<file path="config.mk">
export PLATFORM = sky130hd
export DESIGN_NAME = run_length_detector
export DESIGN_NICKNAME = d
export VERILOG_FILES = /design/src/rtl/run_length_detector.sv
export SDC_FILE = /design/constraint.sdc
export NUM_CORES = 1
export LEC_CHECK = 0
export CORE_MARGIN = 2
export CORE_UTILIZATION = 46
export CTS_CLUSTER_DIAMETER = 30
export DETAILED_ROUTE_END_ITERATION = 10
export GPL_TIMING_DRIVEN = 0
export PLACE_DENSITY_LB_ADDON = 0.05
export REMOVE_ABC_BUFFERS = 1
export SLEW_MARGIN = 15
export SYNTH_ARGS = -nofsm -noshare
export SYNTH_HDL_FRONTEND = slang
export SYNTH_SLANG_ARGS = --single-unit
export TNS_END_PERCENT = 30
</file>
<file path="constraint.sdc">
create_clock -name clk_i -period 2.38 [get_ports clk_i]
set_clock_uncertainty 0.05 [all_clocks]
set_input_delay 0.476 -clock clk_i [delete_from_list [all_inputs] [get_ports clk_i]]
set_output_delay 0.476 -clock clk_i [all_outputs]
set_load 0.005 [all_outputs]
</file>
<file path="src/rtl/run_length_detector.sv">
// Run-length detector: reduces a W-bit vector to a single bit k and counts
// consecutive k=1 cycles. It flags when the run reaches a runtime threshold
// and keeps a hit pulse, a sticky flag and a saturating event counter for
// downstream status/interrupt logic.
module run_length_detector #(
    parameter int W     = 3,
    parameter int CNT_W = 4,
    parameter int EVT_W = 8
) (
    input  logic             clk_i,
    input  logic             reset_i,
    input  logic             en_i,
    input  logic [W-1:0]     w_i,
    input  logic [1:0]       mode_i,
    input  logic [CNT_W-1:0] thresh_i,
    input  logic             clr_sticky_i,
    output logic             k_o,
    output logic [CNT_W-1:0] run_cnt_o,
    output logic             z_o,
    output logic             hit_o,
    output logic             sticky_o,
    output logic [EVT_W-1:0] evt_cnt_o
);

    localparam logic [1:0] MODE_XOR  = 2'b00;
    localparam logic [1:0] MODE_XNOR = 2'b01;
    localparam logic [1:0] MODE_AND  = 2'b10;
    localparam logic [1:0] MODE_OR   = 2'b11;

    logic             k;
    logic [CNT_W-1:0] thresh_eff;
    logic             at_cross;
    logic             run_sat;
    logic             evt_sat;

    logic [CNT_W-1:0] run_cnt_q, run_cnt_d;
    logic             hit_q,     hit_d;
    logic             sticky_q,  sticky_d;
    logic [EVT_W-1:0] evt_cnt_q, evt_cnt_d;

    // Reduce the input vector to one bit according to the selected mode.
    always_comb begin
        k = 1'b0;
        case (mode_i)
            MODE_XOR:  k = ^w_i;
            MODE_XNOR: k = ~^w_i;
            MODE_AND:  k = &w_i;
            MODE_OR:   k = |w_i;
            default:   k = 1'b0;
        endcase
    end

    // A zero threshold would make z permanently high; treat it as 1.
    assign thresh_eff = (thresh_i == '0) ? CNT_W'(1) : thresh_i;

    // A crossing is the edge that takes run_cnt from T-1 to T. Lowering
    // thresh below the current count never passes through T-1, so no hit.
    assign at_cross = (run_cnt_q == (thresh_eff - CNT_W'(1)));
    assign run_sat  = (run_cnt_q == {CNT_W{1'b1}});
    assign evt_sat  = (evt_cnt_q == {EVT_W{1'b1}});

    // Next-state logic for run counter, hit pulse, sticky flag and event counter.
    always_comb begin
        run_cnt_d = run_cnt_q;
        hit_d     = 1'b0;
        sticky_d  = sticky_q;
        evt_cnt_d = evt_cnt_q;

        if (en_i) begin
            if (k) begin
                run_cnt_d = run_sat ? run_cnt_q : run_cnt_q + CNT_W'(1);
            end else begin
                run_cnt_d = '0;
            end

            hit_d = k & at_cross;

            if (hit_q && !evt_sat) begin
                evt_cnt_d = evt_cnt_q + EVT_W'(1);
            end
        end

        // Clear applies even while disabled; a pending hit overrides it.
        if (clr_sticky_i) begin
            sticky_d = 1'b0;
        end
        if (en_i && hit_q) begin
            sticky_d = 1'b1;
        end
    end

    // State registers with synchronous reset that overrides enable.
    always_ff @(posedge clk_i) begin
        if (reset_i) begin
            run_cnt_q <= '0;
            hit_q     <= 1'b0;
            sticky_q  <= 1'b0;
            evt_cnt_q <= '0;
        end else begin
            run_cnt_q <= run_cnt_d;
            hit_q     <= hit_d;
            sticky_q  <= sticky_d;
            evt_cnt_q <= evt_cnt_d;
        end
    end

    assign k_o       = k;
    assign run_cnt_o = run_cnt_q;
    assign z_o       = (run_cnt_q >= thresh_eff);
    assign hit_o     = hit_q;
    assign sticky_o  = sticky_q;
    assign evt_cnt_o = evt_cnt_q;

endmodule

</file>
==> out/metrics.cfg, run 1 <==
[placement]
gp_congestion = 0.776
placed_cells = 163
portBuffers = 28
placed_cell_area_sq_mm = 0.00125
hpwl_um = 1590
dp_slack_ns = -0.886

[setup_path]
crit_path_end_kind = output pin
worst_ep_required_time_ns = 1.85
worstSetupStartpointType = primary input
reg2reg_depth = 4
crit_fanout = 6
worstSetupPathType = primary input to output pin
arrival_ns = 1.79

[status]
outcome = completed

[global_routing]
grtUsageTotal = 0.193
grt_pass1_wl_um = 3730
antenna_found_initial = 0
grt_pass1_vias = 927
grt_overflow = 0
grt_start_max_net_pins = 15

[hold_path]
hp-class = flip-flop to flip-flop
hold_depth = 2

[yosys]
synthDistinctLibCells = 35
synth_top_area_share = 0.296
post-synth-top-count-cell = dfxtp_1
synthMuxAreaShare = 0.0435
synth.avg_cell_area_sq_um = 8.54
synth_top_family_by_area = simple AND/OR/NAND/NOR gates
synth_edf_count = 0
synth_xor_area_frac = 0.0369
synthCells = 111
yosys.area_share.simple = 0.268
ys_seq_elements = 14
synth_area_leaders = dfxtp_1 30%, ha_1 11%, nor3_1 4.2%
ys.flop_type = dfxtp_1
synth_compound_area_frac = 0.199
ys_seq_area_frac = 0.296
yosysTopAreaCell = dfxtp_1
synth_fa_ha_area_frac = 0.106
ys_top_cells_by_count = 14 x dfxtp_1, 10 x inv_1, 8 x ha_1, 8 x nor3_1, 7 x nand2_1
ys_async_sr_fraction = 0
syn_area_sq_um = 948
yosysWarnings = 0

[floorplan]
die_y_um = 49.4
coreArea_sq_mm = 0.00196
pin_count = 29
die_area_sq_mm = 0.00244
start_util = 0.483
row_count = 16
die_w_um = 49.4

[layout]
finalInstanceArea_sq_mm = 0.00136
layout.cells.non_filler = 170
layout.nets = 165
area_growth_pct = 42.9
antenna_cells = 0
multiInputGateArea_sq_um = 674
seq_area_sq_um = 280
drive_gt1_frac = 0.224
utilization = 0.691
n_fill_cell = 177

[clock_tree]
cts_sinks = 14
cts_tree = done
clk_latency_ns = 0.28
cts.clk_slew.worst_paths_ns = 0.09
cts_buffer_depth = 2
cts_buffers = 3
root_buffer = clkbuf_4
cts_htree_levels = 1

[routing]
vias_per_cell = 5.59
vias = 951
routedWlPerCell_um = 12.8
dr.pass1.iters = 4
drt-initial-drc-count = 18
wirelength_um = 2180
drc = 0
final_antenna_net_count = 0

[power_and_ir_drop]
p_switching_mw = 0.144
combinationalPowerShare = 0.231
power.density_mw_per_mm2 = 400
switching_share = 0.265
finalPower_mw = 0.542
ir_drop_uv = 421
seq_power_share = 0.446
p_leak_nw = 0.562
clock_power_share = 0.323
p_int_mw = 0.398

[timing]
worst_pin_slew_ns = 0.577
final.setup.tns_ns = 0
setup_viol = 0
hold_viol = 0
fin_crit_ns = 2.32
rsz0062_at_grt = false
maxSlewViolCount = 0
setup_ws_ns = 0.0593
finalCritPeriodShare = 0.975
max_slew_margin = 0.614
fmax_mhz = 431
whs_ns = 0.436

[run]
max_cap_violations = 0

## final timing paths
check,slack (ns),end,startpoint
max,0.06,z_o,thresh_i[2]
min,0.44,sticky_o$_SDFFE_PP0P_,sticky_o$_SDFFE_PP0P_
max reg2reg,0.86,hit_o$_SDFF_PP0_,run_cnt_o[0]$_SDFFE_PP0P_
min reg2reg,0.44,sticky_o$_SDFFE_PP0P_,sticky_o$_SDFFE_PP0P_
## power groups by stage
stage | Sequential (mW) | Clock, mW | Combinational, mW
CTS | 0.242 | 0.178 | 0.124
detailed placement | 0.247 | 0 | 0.102
floorplan | 0.247 | 0 | 0.0493
global route | 0.242 | 0.191 | 0.137
finish | 0.242 | 0.175 | 0.125
global placement | 0.247 | 0 | 0.0998
## kinds of logic (layout without fill, tap and decap cells)
kind of cell,after synthesis,count (layout)
AND/OR/NAND/NOR,43,43
AO/OA/AOI/OAI,25,25
flip-flops,14,14
buffers and inverters,13,45
adder cells (fa/ha/maj),8,8
XOR/XNOR,4,4
multiplexers,4,4
## area by class of cell
type | instances | share of cell area
repair buffers | 31 | 0.214
clock buffers | 4 | 0.0268
well taps | 27 | 0.0249
multi-input cells | 84 | 0.498
inverters | 10 | 0.0295
flip-flops and latches | 14 | 0.207
## state kept, by name, summed over array words and instances, names as in the netlist
name / count
run_cnt_o: 4
sticky_o: 1
hit_o: 1
evt_cnt_o: 8
## cell usage in the layout (no fill, tap or decap), types with 5 or more instances in the layout
master and instances:
nand2_1 7, clkdlybuf4s50_1 17, a21oi_1 5, nor2_1 6
dfxtp_1 14, ha_1 6, nor3_1 8, inv_1 5
## critical path, cell delays in order
cell and delay [ns]:
buf_8 0.09, inv_4 0.04, a31o_4 0.23, ha_4 0.21
nand2b_4 0.13, a21o_1 0.17, a21o_1 0.16, a21o_1 0.16
buf_2 0.12
## routing by layer
metal | global-route usage | wire length (um) | vias to the layer above
li1 | - | - | 479
met1 | 0.218 | 957 | 440
met2 | 0.347 | 1090 | 30
met3 | 0.0613 | 128 | 2
met4 | 0.0509 | 12 | 0
met5 | 0 | 0 | -
## repair_timing
action | in CTS | in global routing
resized for setup | 48 | 2
pin swaps | 2 | 0
setup buffers | 3 | 0
hold buffers | 0 | 0
endpoints found under the setup margin | 2 | 2
No activity file was read; power rests on OpenSTA's default activity.
==> run 2, diff against run 1 <==
--- a/config.mk
+++ b/config.mk
@@ -6,7 +6,7 @@
 export NUM_CORES = 1
 export LEC_CHECK = 0
 export CORE_MARGIN = 2
-export CORE_UTILIZATION = 46
+export CORE_UTILIZATION = 41
 export CTS_CLUSTER_DIAMETER = 30
 export DETAILED_ROUTE_END_ITERATION = 10
 export GPL_TIMING_DRIVEN = 0
==> run 2 against run 1 <==
Against the previous run:
- power is essentially flat
- sequential cell count is the same
- core utilization shrank 7.1 points
- via count shrank 1.2%
- highest routed layer unchanged
- sequential share of layout area is essentially flat
- maximum frequency grew 0.19%
- largest cell class unchanged
- largest power group unchanged
- combinational power is essentially flat
==> out/metrics.cfg, run 2 (same netlist as run 1, synthesis figures left out) <==
[timing]
finalCritPeriodShare = 0.973
hold_viol = 0
rsz0062_at_grt = false
fmax_mhz = 432
worst_pin_slew_ns = 0.560
final.setup.tns_ns = 0
max_slew_margin = 0.626
fin_crit_ns = 2.32
setup_ws_ns = 0.0637
maxSlewViolCount = 0
setup_viol = 0

[clock_tree]
cts_htree_levels = 1
clk_latency_ns = 0.28
cts_sinks = 14
cts.clk_slew.worst_paths_ns = 0.09
root_buffer = clkbuf_4
cts_tree = done
cts_hold_buf = 0
cts_buffers = 3
cts_buffer_depth = 2

[layout]
antenna_cells = 0
area_growth_pct = 43.1
multiInputGateArea_sq_um = 674
largest_reg_flops = 8
layout.nets = 166
utilization = 0.620
final_common_cell = clkdlybuf4s50_1
layout_common_cells = 17 x clkdlybuf4s50_1, 14 x dfxtp_1, 8 x nor3_1
drive_gt1_frac = 0.229
n_fill_cell = 217
seq_area_sq_um = 280
finalInstanceArea_sq_mm = 0.00136

[routing]
dr.pass1.iters = 4
vias_per_cell = 5.47
routedWlPerCell_um = 12.0
final_antenna_net_count = 0
drt-initial-drc-count = 8
vias = 940
drc = 0
wirelength_um = 2070

[setup_path]
arrival_ns = 1.79
worstSetupPathType = primary input to output pin
crit_fanout = 6
r2r-end = hit_o$_SDFF_PP0_
reg2reg_from = run_cnt_o[0]$_SDFFE_PP0P_
reg2reg_slack_ns = 0.86
reg2reg_depth = 4
worstSetupStartpointType = primary input
crit_path_end_kind = output pin
worst_ep_required_time_ns = 1.85

[floorplan]
die_area_sq_mm = 0.00271
row_count = 17
die_y_um = 52.1
coreArea_sq_mm = 0.00219
pin_count = 29
start_util = 0.433
die_w_um = 52.1

[placement]
gp_congestion = 0.827
dp_slack_ns = -0.913
placed_cell_area_sq_mm = 0.00125
portBuffers = 28
hpwl_um = 1580

[global_routing]
grt_pass1_vias = 903
antenna_found_initial = 0
grt_start_max_net_pins = 15
grtUsageTotal = 0.180
grt_overflow = 0
grt_pass1_wl_um = 3660

[hold_path]
holdCritStartpoint = sticky_o$_SDFFE_PP0P_
hp-class = flip-flop to flip-flop
hold_depth = 2
min_to = sticky_o$_SDFFE_PP0P_

[power_and_ir_drop]
ir_drop_uv = 430
finalPower_mw = 0.543
p_leak_nw = 0.565
power.density_mw_per_mm2 = 400

[status]
outcome = completed

[run]
max_cap_violations = 0

## run 2: cell types whose count changed in the layout (fill, tap and decap cells not counted)
cell	delta
clkdlybuf4s15_2	-1
buf_2	+2
buf_4	+1
clkbuf_2	-1
## run 2: worst max path at each step
stage / from / end / slack, ns / cells after the start
after floorplan: thresh_i[3] / z_o / 0.22 / 7
after global placement: thresh_i[2] / z_o / -0.90 / 9
after detailed placement: thresh_i[2] / z_o / -0.91 / 9
after CTS: w_i[1] / k_o / 0.001 / 8
after global routing: thresh_i[2] / z_o / 0.009 / 9
final: thresh_i[2] / z_o / 0.06 / 9
## run 2: repair_timing
item | 4_1_cts | 5_1_grt
setup endpoints to repair | 2 | 2
resized for setup | 46 | 6
buffers inserted | 3 | 1
pin swaps | 2 | 0
## run 2: layout make-up
class / count / share of cell area
multi-input combinational: 84 / 0.497
timing repair buffer: 32 / 0.215
sequential: 14 / 0.206
inverter: 10 / 0.0295
clock buffer: 4 / 0.0267
tap: 28 / 0.0258
## run 2: worst max-delay path, cell delays in order
cell and delay (ns):
buf_8 0.09, inv_4 0.04, a31o_4 0.24, ha_4 0.21, nand2b_4 0.13, a21o_1 0.17, a21o_1 0.16, a21o_1 0.16
buf_2 0.12
## run 2: power by group
part           internal [mW]  switching (mW)  leakage, nW  total (mW)
clock network         0.0931          0.0806       0.0210       0.174
registers              0.237         0.00435        0.113       0.242
logic                 0.0708          0.0566        0.431       0.127
## run 2: per-layer routing
metal | GRT usage | vias to the layer above | routed length (um)
met5 | 0 | - | 0
met4 | 0.0526 | 0 | 25
met3 | 0.0546 | 5 | 84
met2 | 0.329 | 20 | 1070
met1 | 0.197 | 432 | 887
li1 | - | 483 | -
## run 2: per-stage QoR
stage               hold slack, ns  instances
detailed placement           0.418        164
finish                       0.425        172
CTS                          0.433        171
global placement             0.414        164
floorplan                    0.410        108
global route                 0.482        172
